[src/rtl/isa_pkg.sv]
// Shared ISA definitions: opcode encodings, the legal-opcode check and the
// program-loader state encoding.
package isa_pkg;

   localparam int INSTR_W = 9;
   localparam int OPC_W   = 5;

   localparam logic [OPC_W-1:0] OPC_ADD = 5'b00000;
   localparam logic [OPC_W-1:0] OPC_SUB = 5'b00001;
   localparam logic [OPC_W-1:0] OPC_AND = 5'b00010;
   localparam logic [OPC_W-1:0] OPC_OR  = 5'b00011;
   localparam logic [OPC_W-1:0] OPC_XOR = 5'b00100;
   localparam logic [OPC_W-1:0] OPC_SHL = 5'b00101;
   localparam logic [OPC_W-1:0] OPC_SHR = 5'b00110;
   localparam logic [OPC_W-1:0] OPC_LD  = 5'b01000;
   localparam logic [OPC_W-1:0] OPC_ST  = 5'b01001;
   localparam logic [OPC_W-1:0] OPC_JMP = 5'b10000;
   localparam logic [OPC_W-1:0] OPC_BEQ = 5'b10001;
   localparam logic [OPC_W-1:0] OPC_NOP = 5'b11111;

   // The 10010..10101 block is reserved and never decoded by Control.
   function automatic logic is_legal_opc(input logic [OPC_W-1:0] opc);
      return !(opc inside {5'b10010, 5'b10011, 5'b10100, 5'b10101});
   endfunction

   typedef logic [2:0] ld_state_t;
   localparam ld_state_t LD_IDLE   = 3'd0;
   localparam ld_state_t LD_LEN_LO = 3'd1;
   localparam ld_state_t LD_LEN_HI = 3'd2;
   localparam ld_state_t LD_INS_LO = 3'd3;
   localparam ld_state_t LD_INS_HI = 3'd4;
   localparam ld_state_t LD_WRITE  = 3'd5;
   localparam ld_state_t LD_DONE   = 3'd6;

endpackage

[src/rtl/prog_loader.sv]
// Loads instruction memory from a byte stream: 16-bit LE count, then one
// byte pair per instruction, with opcode legality and length-overflow flags.
module prog_loader #(
   parameter int INSTR_W = 9,
   parameter int OPC_W   = 5,
   parameter int ADDR_W  = 10
) (
   input  logic              Clk,
   input  logic              Reset,
   input  logic              start,
   input  logic              byte_valid,
   input  logic [7:0]        byte_data,
   output logic              byte_ready,
   output logic              im_we,
   output logic [ADDR_W-1:0] im_addr,
   output logic [INSTR_W-1:0] im_wdat,
   output logic              busy,
   output logic              done,
   output logic [ADDR_W:0]   instr_count,
   output logic              err_illegal,
   output logic [ADDR_W-1:0] err_addr,
   output logic              err_len
);
   import isa_pkg::*;

   localparam int HI_W = INSTR_W - 8;
   localparam int unsigned DEPTH = 2 ** ADDR_W;

   ld_state_t            state_q;
   logic [15:0]          len_q;
   logic [15:0]          rcv_q;
   logic [7:0]           lo_q;
   logic [INSTR_W-1:0]   instr_q;
   // MSB set means the counter has saturated at DEPTH: further writes are dropped.
   logic [ADDR_W:0]      addr_q;
   logic                 accept;
   logic                 write_en;
   logic [15:0]          len_next;

   assign byte_ready = (state_q == LD_LEN_LO) || (state_q == LD_LEN_HI) ||
                       (state_q == LD_INS_LO) || (state_q == LD_INS_HI);
   assign accept     = byte_valid && byte_ready;
   assign write_en   = (state_q == LD_WRITE) && !addr_q[ADDR_W];
   assign len_next   = {byte_data, len_q[7:0]};

   assign im_we       = write_en;
   assign im_addr     = addr_q[ADDR_W-1:0];
   assign im_wdat     = instr_q;
   assign instr_count = addr_q;
   assign busy        = (state_q != LD_IDLE) && (state_q != LD_DONE);
   assign done        = (state_q == LD_DONE);

   always_ff @(posedge Clk) begin
      if (Reset) begin
         state_q     <= LD_IDLE;
         len_q       <= '0;
         rcv_q       <= '0;
         lo_q        <= '0;
         instr_q     <= '0;
         addr_q      <= '0;
         err_illegal <= 1'b0;
         err_addr    <= '0;
         err_len     <= 1'b0;
      end else begin
         case (state_q)
            LD_IDLE, LD_DONE: begin
               if (start) begin
                  state_q     <= LD_LEN_LO;
                  rcv_q       <= '0;
                  addr_q      <= '0;
                  err_illegal <= 1'b0;
                  err_addr    <= '0;
                  err_len     <= 1'b0;
               end
            end
            LD_LEN_LO: begin
               if (accept) begin
                  len_q[7:0] <= byte_data;
                  state_q    <= LD_LEN_HI;
               end
            end
            LD_LEN_HI: begin
               if (accept) begin
                  len_q[15:8] <= byte_data;
                  if (32'(len_next) > DEPTH) err_len <= 1'b1;
                  state_q <= (len_next == 16'd0) ? LD_DONE : LD_INS_LO;
               end
            end
            LD_INS_LO: begin
               if (accept) begin
                  lo_q    <= byte_data;
                  state_q <= LD_INS_HI;
               end
            end
            LD_INS_HI: begin
               if (accept) begin
                  instr_q <= {byte_data[HI_W-1:0], lo_q};
                  state_q <= LD_WRITE;
               end
            end
            LD_WRITE: begin
               rcv_q <= rcv_q + 16'd1;
               if (!addr_q[ADDR_W]) addr_q <= addr_q + 1'b1;
               if (write_en && !is_legal_opc(instr_q[INSTR_W-1 -: OPC_W])) begin
                  err_illegal <= 1'b1;
                  if (!err_illegal) err_addr <= addr_q[ADDR_W-1:0];
               end
               state_q <= ((rcv_q + 16'd1) == len_q) ? LD_DONE : LD_INS_LO;
            end
            default: state_q <= LD_IDLE;
         endcase
      end
   end

endmodule

[config.mk]
export PLATFORM = sky130hd
export DESIGN_NAME = prog_loader
export DESIGN_NICKNAME = d
export VERILOG_FILES = /design/src/rtl/isa_pkg.sv /design/src/rtl/prog_loader.sv
export SDC_FILE = /design/constraint.sdc
export NUM_CORES = 1
export LEC_CHECK = 0
export BUFFER_PORTS_ARGS = -buffer_cell sky130_fd_sc_hd__buf_2
export CAP_MARGIN = 20
export CORE_MARGIN = 1
export CORE_UTILIZATION = 51
export CTS_CLUSTER_DIAMETER = 200
export DETAILED_ROUTE_END_ITERATION = 8
export HOLD_SLACK_MARGIN = 0.12
export PLACE_DENSITY = 0.81
export SYNTH_ARGS = -nofsm -noshare
export SYNTH_HDL_FRONTEND = slang
export SYNTH_SLANG_ARGS = --single-unit
[constraint.sdc]
create_clock -name Clk -period 2.2 [get_ports Clk]
set_clock_uncertainty 0.1 [all_clocks]
set_input_delay 0.44 -clock Clk [delete_from_list [all_inputs] [get_ports Clk]]
set_output_delay 0.44 -clock Clk [all_outputs]
set_load 0.01 [all_outputs]
Yosys cells after proc, flatten, opt, wreduce, memory -nomap -nowiden
Cells that the tools add are included.
Word-level totals
  bits in registers: 75
  logic and storage cells: 83
Cells by class
  add/sub/neg operators: 2
  magnitude comparators: 1
  equality and inequality tests: 21
  mux-type cells: 23
  reduce and logical (&&, ||, !) cells: 25
Operator list (number)
  $pmux W16 S2: 1
  $mux W10: 3
  $mux W11: 2
  $pmux W11 S2: 1
  $mux W3: 7
  $eq A5 B5 Y1 const B: 4
  $pmux W10 S2: 1
  $pmux W3 S6: 1
  $add A16 B1 Y16 const B: 1
  $eq A16 B16 Y1: 1
  $gt A16 B11 Y1 const B: 1
  $logic_not A16 Y1: 1
  $mux W16: 1
  $ne A2 B2 Y1 const B: 7
  $add A11 B1 Y11 const B: 1
  $reduce_and A2 Y1: 5
  $eq A3 B3 Y1 const B: 3
  $reduce_and A4 Y1: 2
  $eq A3 B2 Y1 const B: 2
  $reduce_and A3 Y1: 2
  $reduce_and A5 Y1: 1
  $logic_and A1 B1 Y1: 4
  $mux W1: 4
  $ne A2 B1 Y1 const B: 2
  10 further kinds: 14

Longest topological paths before layout
  depth in word-level cells: 7
  gate-level depth with buffers: 8
  depth with buffers taken out: 7

Least setup slack after synthesis
No wires, ideal clock.
  kind: reg2reg
  start: register rcv_q[0]
  end: register state_q[0]
  arrival time: 1987 ps
  setup slack: -2 ps
  stages on the path, launching flop included: 8
  buffers on the path: 0
  clock period less this slack: 2202 ps
  cell sequence: dfxtp_1 ha_1 nand3_1 or4_1 xnor2_1 a211oi_1 nand4_1 o21a_1
Between the ends
  cells in the longest elaborated chain, start to end: 4
Ends and longest elaborated chain
  start: declaration: line prog_loader.sv:31  | logic [15:0] rcv_q;
  start signal: assignment: line prog_loader.sv:102  | rcv_q <= rcv_q + 16'd1;
  $add A16 B1 Y16: line prog_loader.sv:108  | state_q <= ((rcv_q + 16'd1) == len_q) ? LD_DONE : LD_INS_LO;
  $eq A16 B16 Y1: line prog_loader.sv:108
  $mux W3: line prog_loader.sv:108
  $pmux W3 S6: line prog_loader.sv:65  | case (state_q)
  end signal: assignment: line prog_loader.sv:86  | state_q <= (len_next == 16'd0) ? LD_DONE : LD_INS_LO;
  end signal: assignment: line prog_loader.sv:108
  end: declaration: line prog_loader.sv:29  | ld_state_t state_q;
Every way passes these cells.
A chain may end at the register's enable or synchronous reset.

Final worst setup path
  start: register state_q[2]
  end: output im_we
Between the ends
  cells in the longest elaborated chain, start to end: 2
Ends and longest elaborated chain
  $eq A3 B3 Y1: line prog_loader.sv:43  | assign write_en = (state_q == LD_WRITE) && !addr_q[ADDR_W];
  $logic_and A1 B1 Y1: line prog_loader.sv:43
  end: declaration: line prog_loader.sv:14  | output logic im_we,
Every way passes these cells.

==> key figures <==
Synthesis
  – Syn_nets: 501
  – Cells after Synth: 487
  – Register area share after synthesis: 0.400
  – Synth top area cells: dfxtp_1 (40%), nand2_1 (10%), a21oi_1 (9.2%), xnor2_1 (5.1%), nor2_1 (4.1%)
  – Number of synthesis warnings: 0
  – Post-Syn Area: 0.00375 mm²
  – Main synth FF type: dfxtp_1
  – Top post-synthesis cells by count: nand2_1 (100), dfxtp_1 (75), a21oi_1 (69), nor2_1 (41), xnor2_1 (22)
  – Synth cell types: 51
  – Cell taking the most area after synthesis: dfxtp_1
  – Seq cells post-synth: 75
  – EDFF count, synth: 0
  – Ys async rst share: 0
  – Mapped Avg Cell Area: 7.71 µm²
  – Cell with the most instances after synthesis: nand2_1
  – Post-synth top area share: 0.400

Timing
  – Setup Viol. Count Final: 0
  – Worst rel slew slack: 0.587
  – Fin. max-slew vios: 0
  – Final Hold Viols: 0
  – Tcrit/Tclk final: 0.983
  – Unrepaired setup endpoints after global routing: yes
  – Peak Freq: 0.462 GHz
  – Final worst path period need: 2.16 ns
  – Least-Margin Pin Slew: 0.618 ns

Clock tree
  – Worst skew pair latency: 0.35 ns
  – Num CTS Buffers: 9
  – Post-CTS setup buffer count: 0
  – CTS H-Tree Depth: 3
  – # clock sinks: 75
  – CTS root buf: clkbuf_8
  – Clock transition at path regs: 0.08 ns
  – Longest Clk Path Bufs: 2
  – CTS tree: built

Setup path
  – WP data arrival: 1.62 ns
  – Crit start category: flip-flop
  – Critical R2R Launch: rcv_q[0]
  – RR Endpoint: state_q[2]
  – Critical path launch point: state_q[2]
  – FF-to-FF setup slack: 0.09 ns
  – Worst r2r path cells: 7
  – Crit Path Category: reg -> out
  – Worst setup path endpoint: im_we
  – Crit-path max FO: 6
  – Worst Path Required: 1.66 ns
  – CP endpoint kind: output pin

Route
  – Average wire per standard cell: 14.5 µm
  – Post-route ant nets: 0
  – Via/cell ratio: 5.63
  – DR pass1 iterations: 5
  – Drt drc: 0
  – Routed WL: 9310 µm
  – Vias: 3605
  – Initial DRC count: 346

Global route
  – First-pass GRT wire length: 15100 µm
  – Largest net degree at the start of global routing: 37
  – Antenna violations before repair: 0
  – Vias in the first global route: 3233
  – GR Overflow Total: 0
  – Gr usage total: 0.251

Floorplan
  – IO Pins: 58
  – DIE WIDTH: 87.8 µm
  – Rows: 30
  – DIE HEIGHT: 87.8 µm
  – CORE AREA: 0.00694 mm²
  – Die area: 0.00771 mm²
  – Starting Density: 0.541

Layout
  – Reg area: 0.00151 mm²
  – Syn-to-layout area delta: 14.7%
  – # diodes: 0
  – Multi-input gate area: 0.00199 mm²
  – Fin nets: 554
  – Finished Core Util: 0.620
  – Fin cells: 640
  – Share of layout cells above drive strength 1: 0.215
  – Filler instances: 595

Placed design
  – Cells after DPL: 625
  – Port Buffer Count: 57
  – Gpl congestion: 0.919
  – HPWL after DPL: 6730 µm

Job
  – Max-cap violations: 0

Power and ir drop
  – Leakage: 1.64 nW
  – VDD IR max: 415 µV
  – Total power draw: 2.63 mW
  – Pwr/cell area: 611 mW/mm²

Outcome
  – Outcome: complete, no violations

Hold path
  – Worst hold path class: in -> reg
==> layer usage <==
layer  global-route usage  share of wire  routed length (µm)  vias up
li1                     -              -                   -     1760
met1                0.336           0.45                4190     1701
met2                0.407           0.48                4420      132
met3               0.0386          0.062                 574       12
met4               0.0999          0.013                 125        0
met5                    0              0                   0        -
==> worst max-delay path, cell delays in order (launching register included) <==
cell and delay [ns]:
dfxtp_1 0.41, nand3b_1 0.21, nor2_1 0.43, buf_2 0.22
==> flip-flops by register name (all words and copies together), names as in the netlist <==
register,count
err_len,1
err_illegal,1
len_q,16
instr_count,11
im_wdat,9
rcv_q,16
err_addr,10
state_q,3
lo_q,8
==> where the power goes <==
| group | total [mW] | switching (mW) | internal (mW) |
|---|---|---|---|
| Sequential | 1.38 | 0.0137 | 1.37 |
| Combinational | 0.205 | 0.133 | 0.0718 |
| Clock | 1.04 | 0.524 | 0.519 |
==> cells in the final DEF, fill, tap and decap left out, types with 2 or more instances in the layout <==
cell type	count
and3b_1	2
nand3b_1	2
clkinv_2	2
clkbuf_8	9
nor2_1	41
nand3_1	21
dfxtp_2	3
nand4b_1	2
xor2_1	10
and3_1	4
nand2_1	100
buf_2	57
a21oi_1	68
or3_1	4
inv_1	8
nand4_1	10
or2_2	2
dfxtp_1	72
or4_1	5
nor2b_1	2
nor4_2	3
a211oi_1	2
xnor2_1	22
a22oi_1	2
a31oi_1	3
nand2b_1	7
nor3_1	10
a311oi_1	4
buf_4	25
o21ai_0	16
==> worst min-delay path by stage <==
stage	start	depth (start not counted)	to	slack (ns)
floorplan	lo_q[0]	2	im_wdat[0]	0.33
global placement	lo_q[7]	2	im_wdat[7]	0.34
detailed placement	lo_q[0]	2	im_wdat[0]	0.35
CTS	Reset	2	instr_count[1]	0.19
global route	Reset	2	instr_count[1]	0.21
finish	Reset	2	instr_count[1]	0.20
==> metrics by stage <==
stage / instance area [µm²] / setup TNS (ns) / hold WS (ns) / worst slack [ns]
after global routing: 4310 / -0.0130 / 0.209 / -0.0130
after global placement: 4090 / 0 / 0.343 / 0.0521
after detailed placement: 4090 / 0 / 0.346 / 0.0184
after CTS: 4280 / 0 / 0.188 / 0.0590
after floorplan: 3760 / 0 / 0.332 / 0.0100
final: 4310 / 0 / 0.196 / 0.0370
==> kinds of logic after synthesis <==
| kind of cell | after synthesis | synth area share |
|---|---|---|
| AOI/OAI and AO/OA | 106 | 0.161 |
| xor gates and xnor gates | 32 | 0.0746 |
| adders and majority gates | 2 | 0.00666 |
| buffers and inverters | 48 | 0.0773 |
| DFF | 75 | 0.400 |
| and+or+nand+nor | 224 | 0.281 |
==> timing repair <==
| item | CTS | global route |
|---|---|---|
| hold buffers | 0 | 0 |
| setup endpoints to repair | 0 | 3 |
| resized for setup | 0 | 7 |
==> final cells by class <==
| class | count | area share |
|---|---|---|
| inverters | 8 | 0.00697 |
| flip-flops and latches | 75 | 0.350 |
| repair buffers | 82 | 0.110 |
| well taps | 96 | 0.0279 |
| clock buffers | 9 | 0.0288 |
| clock inverters | 6 | 0.0151 |
| multi-input cells | 364 | 0.462 |
Power figures use the tool's default switching activity.
